$ cat config.mk
export PLATFORM = sky130hd
export DESIGN_NAME = timer_round_ctrl_flat
export DESIGN_NICKNAME = d
export VERILOG_FILES = /design/src/rtl/game_pkg.sv /design/src/rtl/timer_round_ctrl_if.sv /design/src/rtl/sec_prescaler.sv /design/src/rtl/timer_round_ctrl.sv /design/src/flat_wrapper.sv
export SDC_FILE = /design/constraint.sdc
export NUM_CORES = 1
export LEC_CHECK = 0
export BUFFER_PORTS_ARGS = -buffer_cell sky130_fd_sc_hd__buf_4
export CAP_MARGIN = 20
export CELL_PAD_IN_SITES_DETAIL_PLACEMENT = 1
export CELL_PAD_IN_SITES_GLOBAL_PLACEMENT = 1
export CORE_ASPECT_RATIO = 0.7
export CORE_MARGIN = 2
export CORE_UTILIZATION = 38
export CTS_BUF_LIST = sky130_fd_sc_hd__clkbuf_16
export DETAILED_ROUTE_END_ITERATION = 7
export GPL_TIMING_DRIVEN = 0
export PLACE_DENSITY_LB_ADDON = 0.25
export SYNTH_ARGS = -nofsm -noshare
export SYNTH_HDL_FRONTEND = slang
export SYNTH_SLANG_ARGS = --single-unit
$ cat constraint.sdc
create_clock -name clk -period 2.1 [get_ports clk]
set_clock_uncertainty 0.15 [all_clocks]
set_input_delay 0.63 -clock clk [delete_from_list [all_inputs] [get_ports clk]]
set_output_delay 0.63 -clock clk [all_outputs]
set_load 0.1 [all_outputs]
$ cat src/rtl/game_pkg.sv
// Shared definitions for the Morse-game blocks: round-controller state
// encoding and the default timing/round constants.
package game_pkg;

  typedef enum logic [2:0] {
    IDLE   = 3'd0,
    LOAD   = 3'd1,
    RUN    = 3'd2,
    RESULT = 3'd3,
    DONE   = 3'd4
  } state_t;

  localparam int TICK_DIV_DEF   = 50000000;
  localparam int MAX_ROUNDS_DEF = 10;
  localparam int RND_W_DEF      = 4;

endpackage

$ cat src/rtl/timer_round_ctrl_if.sv
// Signal bundle between the game environment and timer_round_ctrl; the
// controller sits on the slave modport, the environment on master.
interface timer_round_ctrl_if #(
  parameter int RND_W = game_pkg::RND_W_DEF
);
  import game_pkg::*;

  // answer_valid is a one-cycle strobe with no back-pressure: answer_correct
  // is meaningful only in that cycle, and a strobe outside RUN is dropped.
  logic             start;
  logic             abort;
  logic             answer_valid;
  logic             answer_correct;
  logic             timeout_in;
  logic             pause;
  logic             reconfig;
  logic             sec_tick;
  logic             round_active;
  logic             hit_pulse;
  logic             miss_pulse;
  logic [RND_W-1:0] round_cnt;
  logic [RND_W-1:0] score;
  logic             game_over;
  state_t           state_dbg;

  modport master (
    output start, abort, answer_valid, answer_correct, timeout_in, pause,
    input  reconfig, sec_tick, round_active, hit_pulse, miss_pulse,
           round_cnt, score, game_over, state_dbg
  );

  modport slave (
    input  start, abort, answer_valid, answer_correct, timeout_in, pause,
    output reconfig, sec_tick, round_active, hit_pulse, miss_pulse,
           round_cnt, score, game_over, state_dbg
  );

endinterface

$ cat src/rtl/sec_prescaler.sv
// One-second prescaler: counts 0..TICK_DIV-1 while en is high and raises a
// registered tick in the cycle the count sits at TICK_DIV-1.
module sec_prescaler #(
  parameter int TICK_DIV = game_pkg::TICK_DIV_DEF
) (
  input  logic clk,
  input  logic rst,
  input  logic clr,
  input  logic en,
  output logic tick
);

  localparam int               CNT_W = $clog2(TICK_DIV);
  localparam logic [CNT_W-1:0] LAST  = CNT_W'(TICK_DIV - 1);
  localparam logic [CNT_W-1:0] PRE   = CNT_W'(TICK_DIV - 2);

  logic [CNT_W-1:0] cnt;

  // tick is set on the edge that moves cnt onto LAST, so it lines up with
  // that count value while staying a flop output; a held count drops it.
  always_ff @(posedge clk) begin
    if (rst || clr) begin
      cnt  <= '0;
      tick <= 1'b0;
    end else if (en) begin
      cnt  <= (cnt == LAST) ? '0 : cnt + CNT_W'(1);
      tick <= (cnt == PRE);
    end else begin
      tick <= 1'b0;
    end
  end

endmodule

$ cat src/rtl/timer_round_ctrl.sv
// Round sequencer for one Morse-game session: reloads the digit timer,
// generates its seconds tick, scores each round and flags game over.
// Build option: TIMER_ROUND_CTRL_PAUSE_EN lets `pause` freeze the prescaler.
module timer_round_ctrl
  import game_pkg::*;
#(
  parameter int TICK_DIV   = TICK_DIV_DEF,
  parameter int MAX_ROUNDS = MAX_ROUNDS_DEF,
  parameter int RND_W      = RND_W_DEF
) (
  input logic               clk,
  input logic               rst,
  timer_round_ctrl_if.slave bus
);

  state_t           state;
  state_t           stateNext;
  logic [RND_W-1:0] roundCnt;
  logic [RND_W-1:0] scoreCnt;
  logic             outcomeHit;
  logic             runStay;
  logic             tickEn;
  logic             tick;

  always_comb begin
    stateNext = state;
    unique case (state)
      IDLE:    if (bus.start) stateNext = LOAD;
      LOAD:    stateNext = RUN;
      RUN:     if (bus.answer_valid || bus.timeout_in) stateNext = RESULT;
      RESULT:  stateNext = (roundCnt == RND_W'(MAX_ROUNDS)) ? DONE : LOAD;
      DONE:    if (bus.start) stateNext = LOAD;
      default: stateNext = IDLE;
    endcase
    if (bus.abort) stateNext = IDLE;
  end

  // Counters update on entry to RESULT so the pulse and the new totals are
  // visible in the same cycle; abort never reaches RESULT, so it holds them.
  always_ff @(posedge clk) begin
    if (rst) begin
      state      <= IDLE;
      roundCnt   <= '0;
      scoreCnt   <= '0;
      outcomeHit <= 1'b0;
    end else begin
      state <= stateNext;
      if (stateNext == LOAD && (state == IDLE || state == DONE)) begin
        roundCnt <= '0;
        scoreCnt <= '0;
      end else if (state == RUN && stateNext == RESULT) begin
        roundCnt   <= roundCnt + RND_W'(1);
        outcomeHit <= bus.answer_valid && bus.answer_correct;
        if (bus.answer_valid && bus.answer_correct && scoreCnt != {RND_W{1'b1}})
          scoreCnt <= scoreCnt + RND_W'(1);
      end
    end
  end

  // Only count while staying in RUN, so no tick can land in RESULT or LOAD.
  assign runStay = (state == RUN) && (stateNext == RUN);

`ifdef TIMER_ROUND_CTRL_PAUSE_EN
  assign tickEn = runStay && !bus.pause;
`else
  logic unusedPause;
  assign unusedPause = bus.pause;
  assign tickEn      = runStay;
`endif

  sec_prescaler #(.TICK_DIV(TICK_DIV)) u_prescaler (
    .clk  (clk),
    .rst  (rst),
    .clr  (state == LOAD),
    .en   (tickEn),
    .tick (tick)
  );

  assign bus.reconfig     = (state == LOAD);
  assign bus.sec_tick     = tick;
  assign bus.round_active = (state == RUN);
  assign bus.hit_pulse    = (state == RESULT) && outcomeHit;
  assign bus.miss_pulse   = (state == RESULT) && !outcomeHit;
  assign bus.round_cnt    = roundCnt;
  assign bus.score        = scoreCnt;
  assign bus.game_over    = (state == DONE);
  assign bus.state_dbg    = state;

endmodule
$ cat src/flat_wrapper.sv
// flat-port wrapper written by rule: the top's interface ports become plain ports
module timer_round_ctrl_flat import game_pkg::*;
#(
  parameter int TICK_DIV   = TICK_DIV_DEF,
  parameter int MAX_ROUNDS = MAX_ROUNDS_DEF,
  parameter int RND_W      = RND_W_DEF
)
  (clk, rst, bus_start, bus_abort, bus_answer_valid, bus_answer_correct, bus_timeout_in, bus_pause, bus_reconfig, bus_sec_tick, bus_round_active, bus_hit_pulse, bus_miss_pulse, bus_round_cnt, bus_score, bus_game_over, bus_state_dbg);
  timer_round_ctrl_if #(.RND_W(RND_W)) bus_i ();
  input logic clk;
  input logic rst;
  input wire logic [$bits(bus_i.start)-1:0] bus_start;
  input wire logic [$bits(bus_i.abort)-1:0] bus_abort;
  input wire logic [$bits(bus_i.answer_valid)-1:0] bus_answer_valid;
  input wire logic [$bits(bus_i.answer_correct)-1:0] bus_answer_correct;
  input wire logic [$bits(bus_i.timeout_in)-1:0] bus_timeout_in;
  input wire logic [$bits(bus_i.pause)-1:0] bus_pause;
  output wire logic [$bits(bus_i.reconfig)-1:0] bus_reconfig;
  output wire logic [$bits(bus_i.sec_tick)-1:0] bus_sec_tick;
  output wire logic [$bits(bus_i.round_active)-1:0] bus_round_active;
  output wire logic [$bits(bus_i.hit_pulse)-1:0] bus_hit_pulse;
  output wire logic [$bits(bus_i.miss_pulse)-1:0] bus_miss_pulse;
  output wire logic [$bits(bus_i.round_cnt)-1:0] bus_round_cnt;
  output wire logic [$bits(bus_i.score)-1:0] bus_score;
  output wire logic [$bits(bus_i.game_over)-1:0] bus_game_over;
  output wire logic [$bits(bus_i.state_dbg)-1:0] bus_state_dbg;
  assign bus_i.start = bus_start;
  assign bus_i.abort = bus_abort;
  assign bus_i.answer_valid = bus_answer_valid;
  assign bus_i.answer_correct = bus_answer_correct;
  assign bus_i.timeout_in = bus_timeout_in;
  assign bus_i.pause = bus_pause;
  assign bus_reconfig = bus_i.reconfig;
  assign bus_sec_tick = bus_i.sec_tick;
  assign bus_round_active = bus_i.round_active;
  assign bus_hit_pulse = bus_i.hit_pulse;
  assign bus_miss_pulse = bus_i.miss_pulse;
  assign bus_round_cnt = bus_i.round_cnt;
  assign bus_score = bus_i.score;
  assign bus_game_over = bus_i.game_over;
  assign bus_state_dbg = bus_i.state_dbg;
  timer_round_ctrl #(.TICK_DIV(TICK_DIV), .MAX_ROUNDS(MAX_ROUNDS), .RND_W(RND_W)) u_core (.clk(clk), .rst(rst), .bus(bus_i));
endmodule
Word level (Yosys, flattened, before mapping)
Cells that the tools add are included.
{"block": "totals", "word_cells": 45, "out_inout_bits": 17, "register_bits": 39, "in_bits": 8}
{"block": "op_classes", "n_reduce_logical": 17, "n_addsub": 3, "n_eq_ne": 11, "n_mux": 6, "bitwise": 2}
{"operator": "equality test 26 bit, second input constant", "count": 2}
{"operator": "adder 26 x 1 -> 26 bit, second input constant", "count": 1}
{"operator": "2-to-1 mux 26 bit", "count": 1}
{"operator": "equality test 3 x 2 -> 1 bit, second input constant", "count": 4}
{"operator": "2-to-1 mux 3 bit", "count": 4}
{"operator": "case mux 3 bit (4 select lines)", "count": 1}
{"operator": "adder 4 x 1 -> 4 bit, second input constant", "count": 2}
{"operator": "logical AND 1 bit", "count": 7}
{"operator": "equality test 3 x 1 -> 1 bit, second input constant", "count": 2}
{"operator": "OR reduction 2 bit", "count": 3}
{"operator": "equality test 4 bit, second input constant", "count": 1}
{"operator": "!= test 4 bit, second input constant", "count": 1}
{"operator": "AND reduction 2 bit", "count": 2}
{"operator": "equality test 3 bit, second input constant", "count": 1}
{"operator": "logical NOT 3 bit", "count": 1}
{"operator": "logical OR 1 bit", "count": 3}
{"operator": "inverter 1 bit", "count": 2}
{"operator": "logical NOT 1 bit", "count": 1}

Logic depth before layout (Yosys ltp)
{"block": "depth", "ltp_word": 8, "depth_mapped": 7, "depth_no_buf": 6}

By module
From an unflattened synthesis, not the netlist that was laid out.
{"block": "unflattened", "hier_cells": 234, "hier_area_um2": 2026.9}
{"module": "sec_prescaler", "cells_each": 157, "area_each_um2": 1340.0, "seq_area_each_um2": 540.5, "n_inst": 1}
{"module": "timer_round_ctrl", "cells_each": 77, "area_each_um2": 686.9, "seq_area_each_um2": 240.2, "n_inst": 1}

Worst setup path after synthesis
OpenSTA, ideal clock, no wires.
{"block": "synth_timing", "path_type": "register -> register", "start": "reg u_core.state[0], in the netlist u_core.bus.state_dbg[0]", "end": "reg u_core.u_prescaler.cnt[0]", "t_required_ns": 1.835, "path_slack_ns": -2.658, "path_buffers": 2, "setup_ns": 0.115, "arrival_ns": 4.493, "path_stages_with_launch": 7, "synth_period_minus_slack_ns": 4.758, "cell_sequence": "dfxtp_1 > clkbuf_1 > nor3b_1 > nor2_1 > o21ai_4 > buf_6 > nor2_1"}
{"block": "synth_between", "word_cells_on_any_way": 13, "classes_between": "eq/ne: 5; mux: 4; reduce/logical: 4"}
{"element": "start, declared", "line": "timer_round_ctrl.sv:16", "text": "state_t state;"}
{"element": "start signal, assigned", "line": "timer_round_ctrl.sv:47", "text": "state <= stateNext;"}
{"element": "equality test 3 x 1 -> 1 bit *"}
{"element": "via bus_reconfig", "line": "flat_wrapper.sv:18", "text": "output wire logic [$bits(bus_i.reconfig)-1:0] bus_reconfig;"}
{"element": "case mux 3 bit (4 select lines)", "line": "timer_round_ctrl.sv:27", "text": "unique case (state)"}
{"element": "2-to-1 mux 3 bit", "line": "timer_round_ctrl.sv:35", "text": "if (bus.abort) stateNext = IDLE;"}
{"element": "equality test 3 x 2 -> 1 bit", "line": "timer_round_ctrl.sv:61", "text": "assign runStay = (state == RUN) && (stateNext == RUN);"}
{"element": "logical AND 1 bit", "line": "timer_round_ctrl.sv:61"}
{"element": "end signal, assigned", "line": "sec_prescaler.sv:26", "text": "cnt <= (cnt == LAST) ? '0 : cnt + CNT_W'(1);"}
{"element": "end, declared", "line": "sec_prescaler.sv:17", "text": "logic [CNT_W-1:0] cnt;"}
Mark *: on every way through the listed nets, which the timed path passes. The rest lies on a longest branch.
A chain may end at the register's enable or synchronous reset.

Worst setup path in the final report
{"block": "layout_timing", "start": "reg u_core.u_prescaler.cnt[25]", "end": "reg u_core.u_prescaler.cnt[1]"}
{"block": "layout_between", "elab_chain_len": 2}
{"element": "equality test 26 bit", "line": "sec_prescaler.sv:26"}
{"element": "2-to-1 mux 26 bit", "line": "sec_prescaler.sv:26"}
Every way passes these cells.

==> flow_summary.yaml <==
finish:
  drive_above_1_share_pct: 32.46
  finalNonFillerCells: 337
  stdcell_area_um2: 2655
  final_nets: 280
  area_delta_synth_final_pct: 39.24
  diodes: 0
synthesis:
  yosysWarnings: 0
  synth_cell_types: 43
  syn_inst: 220
  async_flop_share_pct: 0
  ys_seq_area_share_pct: 40.94
  synth_flop_cell: "dfxtp_1"
  avgSynthCellArea_um2: 8.667
  syn_nets: 233
  synth_edf_count: 0
  synth-seq-cells: 39
  syn_area_um2: 1907
route:
  wire_per_inst_um: 16.58
  dr.first_iter.drc_count: 88
  routed_wl_um: 5586
  vias: 1728
  drcViolationCount: 0
  ant_nets: 0
  drt-pass1-iter-count: 4
  via_per_inst: 5.128
setup_path:
  critPathSlowestCell: "or4bb_1"
  worstReg2RegStart: "u_core.u_prescaler.cnt[25]"
  critical_path_class: "flip-flop to flip-flop"
  critPathLaunchType: "flip-flop"
  r2r_cells: 6
  path_cells: "or4bb_1 > nor4_4 > nand4_2 > o21ai_4 > buf_6 > a211oi_2"
  r2r_slack_ps: -20
  critPathLaunch: "u_core.u_prescaler.cnt[25]"
  r2r_end: "u_core.u_prescaler.cnt[1]"
  critPathMaxStageDelay_ps: 530
  path_max_fanout: 5
  arrival_ps: 2120
  end_kind: "flip-flop"
  required_ps: 2100
timing:
  max_slew_margin_pct: 57.68
  final-max-slew-violation-count: 0
  finalCritPeriodShare_pct: 100.8
  setup_viol: 16
  worst_slack_ps: -17.80
  max_freq_mhz: 472.2
  finalHoldViolCount: 0
  rsz0062_at_grt: "true"
  worst_pin_slew_ps: 630.0
  fin_crit_ps: 2118
pwr:
  power.internal_uw: 1297
  p_sw_share_pct: 22.74
  switchingPower_uw: 381.8
  powerDensity_nw_per_um2: 632.5
  p_seq_share_pct: 44.3
  power.leakage_uw: 0.001004
  comb_power_share_pct: 7.9
  power_frac_clock_pct: 47.8
  vdd_drop_max_mv: 0.2916
min_path:
  holdCritPathClass: "flip-flop to flip-flop"
  min_from: "u_core.outcomeHit"
  min_to: "u_core.outcomeHit"
  whs_path_depth: 2
floorplanning:
  start_util_pct: 39.66
  dieHeight_um: 63.27
  core_area_um2: 4808
  die-area_um2: 5609
  pin_count: 25
  die_x_um: 88.67
  row_count: 21
global_routing:
  gr-total-overflow: 0
  grt_max_degree: 13
  grt_pass1_vias: 1688
  track_usage_pct: 20.25
  grt_pass1_wl_um: 8604
  grt_antenna_before_repair: 0
placed_design:
  dp_hpwl_um: 3559
  placedInstanceArea_um2: 2218
  place.gp.congestion: 0.8162
  port_buffers: 23
  dp_cells: 312
flow_run:
  cap_violations: 0
outcome:
  status: "complete, but fails checks"
  violations: "setup timing"
clock_network:
  insertion_delay_ps: 280
  cts.sinks: 39
  numCtsBuffers: 5
  htree_levels: 2
  ctsRootBufferMaster: "clkbuf_16"
  cts_tree: "done"
  cts_buffer_depth: 2
  cts.clk_slew.worst_paths_ps: 60
logic make-up (layout without fill, tap and decap cells):
group,Yosys count,count (layout),share of synthesized area (%)
mux,1,1,0.5250
simple gates,119,119,32.55
flops,39,39,40.94
buf+inv,11,59,3.018
xor+xnor,27,27,12.40
fa+ha+maj,5,5,3.281
compound gates,18,18,7.284
worst max-delay path: cells and delay by family (launching register included):
family / cells / cell delay, ps
AOI/OAI and AO/OA: 2 / 320
buffers and inverters: 1 / 170
DFF: 1 / 350
and+or+nand+nor: 3 / 1000
cell usage in the layout, fill, tap and decap left out, types with 2 or more instances in the layout:
| master | Yosys | routed |
|---|---|---|
| a211oi_1 | 3 | 2 |
| a21oi_1 | 6 | 6 |
| and2_2 | 2 | 2 |
| and3_1 | 3 | 2 |
| and3_2 | 2 | 2 |
| buf_12 | 0 | 5 |
| buf_4 | 0 | 32 |
| buf_6 | 2 | 4 |
| clkbuf_16 | 0 | 6 |
| dfxtp_1 | 39 | 34 |
| dfxtp_2 | 0 | 2 |
| dfxtp_4 | 0 | 3 |
| ha_1 | 5 | 5 |
| inv_1 | 6 | 6 |
| nand2_1 | 17 | 16 |
| nand3_1 | 12 | 11 |
| nand4_1 | 10 | 10 |
| nor2_1 | 48 | 40 |
| nor2_2 | 0 | 6 |
| nor2_4 | 0 | 2 |
| nor3_1 | 2 | 2 |
| nor4_1 | 2 | 2 |
| o21ai_0 | 4 | 4 |
| or2_2 | 2 | 2 |
| or3_1 | 2 | 2 |
| xnor2_1 | 5 | 5 |
| xor2_1 | 22 | 22 |
power groups by stage:
stage	combinational, uW	sequential [uW]	clock [uW]
2_1_floorplan	52.6	773	0
3_3_place_gp	98.4	759	0
3_5_place_dp	99.1	760	0
4_1_cts	115	743	819
5_1_grt	140	743	857
6_report	133	743	803
flip-flops by register name, summed over array words and instances (netlist names):
register                 cells
u_core.u_prescaler.cnt      26
u_core.bus.score             4
u_core.bus.round_cnt         4
u_core.u_prescaler.tick      1
u_core.outcomeHit            1
u_core.bus.state_dbg         3
cell usage after synthesis (2+ instances only):
cell type / n / area share, %
a211oi_1: 3 / 1.2
a21oi_1: 6 / 1.6
and2_2: 2 / 0.79
and3_1: 3 / 0.98
and3_2: 2 / 0.79
buf_6: 2 / 1.2
clkbuf_1: 2 / 0.39
dfxtp_1: 39 / 41
ha_1: 5 / 3.3
inv_1: 6 / 1.2
nand2_1: 17 / 3.3
nand3_1: 12 / 3.1
nand4_1: 10 / 3.3
nor2_1: 48 / 9.4
nor3_1: 2 / 0.52
nor3b_1: 3 / 1.2
nor4_1: 2 / 0.66
o21ai_0: 4 / 1.0
or2_2: 2 / 0.66
or3_1: 2 / 0.66
xnor2_1: 5 / 2.3
xor2_1: 22 / 10
metal layers:
layer / track usage (%) / part of all wire (%) / vias up
li1: - / - / 853
met1: 28.96 / 50 / 851
met2: 28.73 / 46 / 19
met3: 5.898 / 3.2 / 5
met4: 7.197 / 0.91 / 0
met5: 0 / 0 / -
worst max path at each step:
stage | end | slack (ps) | depth (start not counted)
global placement | u_core.bus.round_cnt[3] | -350 | 6
floorplan | bus_reconfig | -340 | 2
detailed placement | u_core.bus.round_cnt[3] | -510 | 6
global route | u_core.u_prescaler.cnt[1] | -120 | 6
CTS | u_core.u_prescaler.cnt[23] | -30 | 6
finish | u_core.u_prescaler.cnt[1] | -20 | 6
per-stage QoR:
| step | hold WS, ps | total power [uW] | setup TNS [ps] | util, % | setup WS, ps |
|---|---|---|---|---|---|
| floorplan | 303.8 | 825.4 | -7522 | - | -341.8 |
| global placement | 349.8 | 857.7 | -5796 | 46.14 | -348.2 |
| detailed placement | 370.3 | 858.6 | -6976 | 46.14 | -506.8 |
| CTS | 378.8 | 1677 | -208.7 | 52.51 | -26.47 |
| global route | 401.1 | 1740 | -2173 | 55.22 | -119.7 |
| finish | 387.8 | 1679 | -141.0 | 55.22 | -17.80 |
repair_timing:
action,CTS,global route
gates resized for setup,22,18
pin swaps,7,6
hold buffers,0,0
endpoints found under the setup margin,31,27
setup buffers,7,9
gates cloned,0,1
cell type report:
type,instances,area [um2]
multi-input cells,170,1179
inverters,6,22.52
fillers,548,2153
repair buffers,40,367.9
flip-flops and latches,39,794.5
clock buffers,6,150.1
well taps,69,86.33
clock inverters,2,8.758
plain buffers,5,46.29
(Power assumes the default switching activity.)
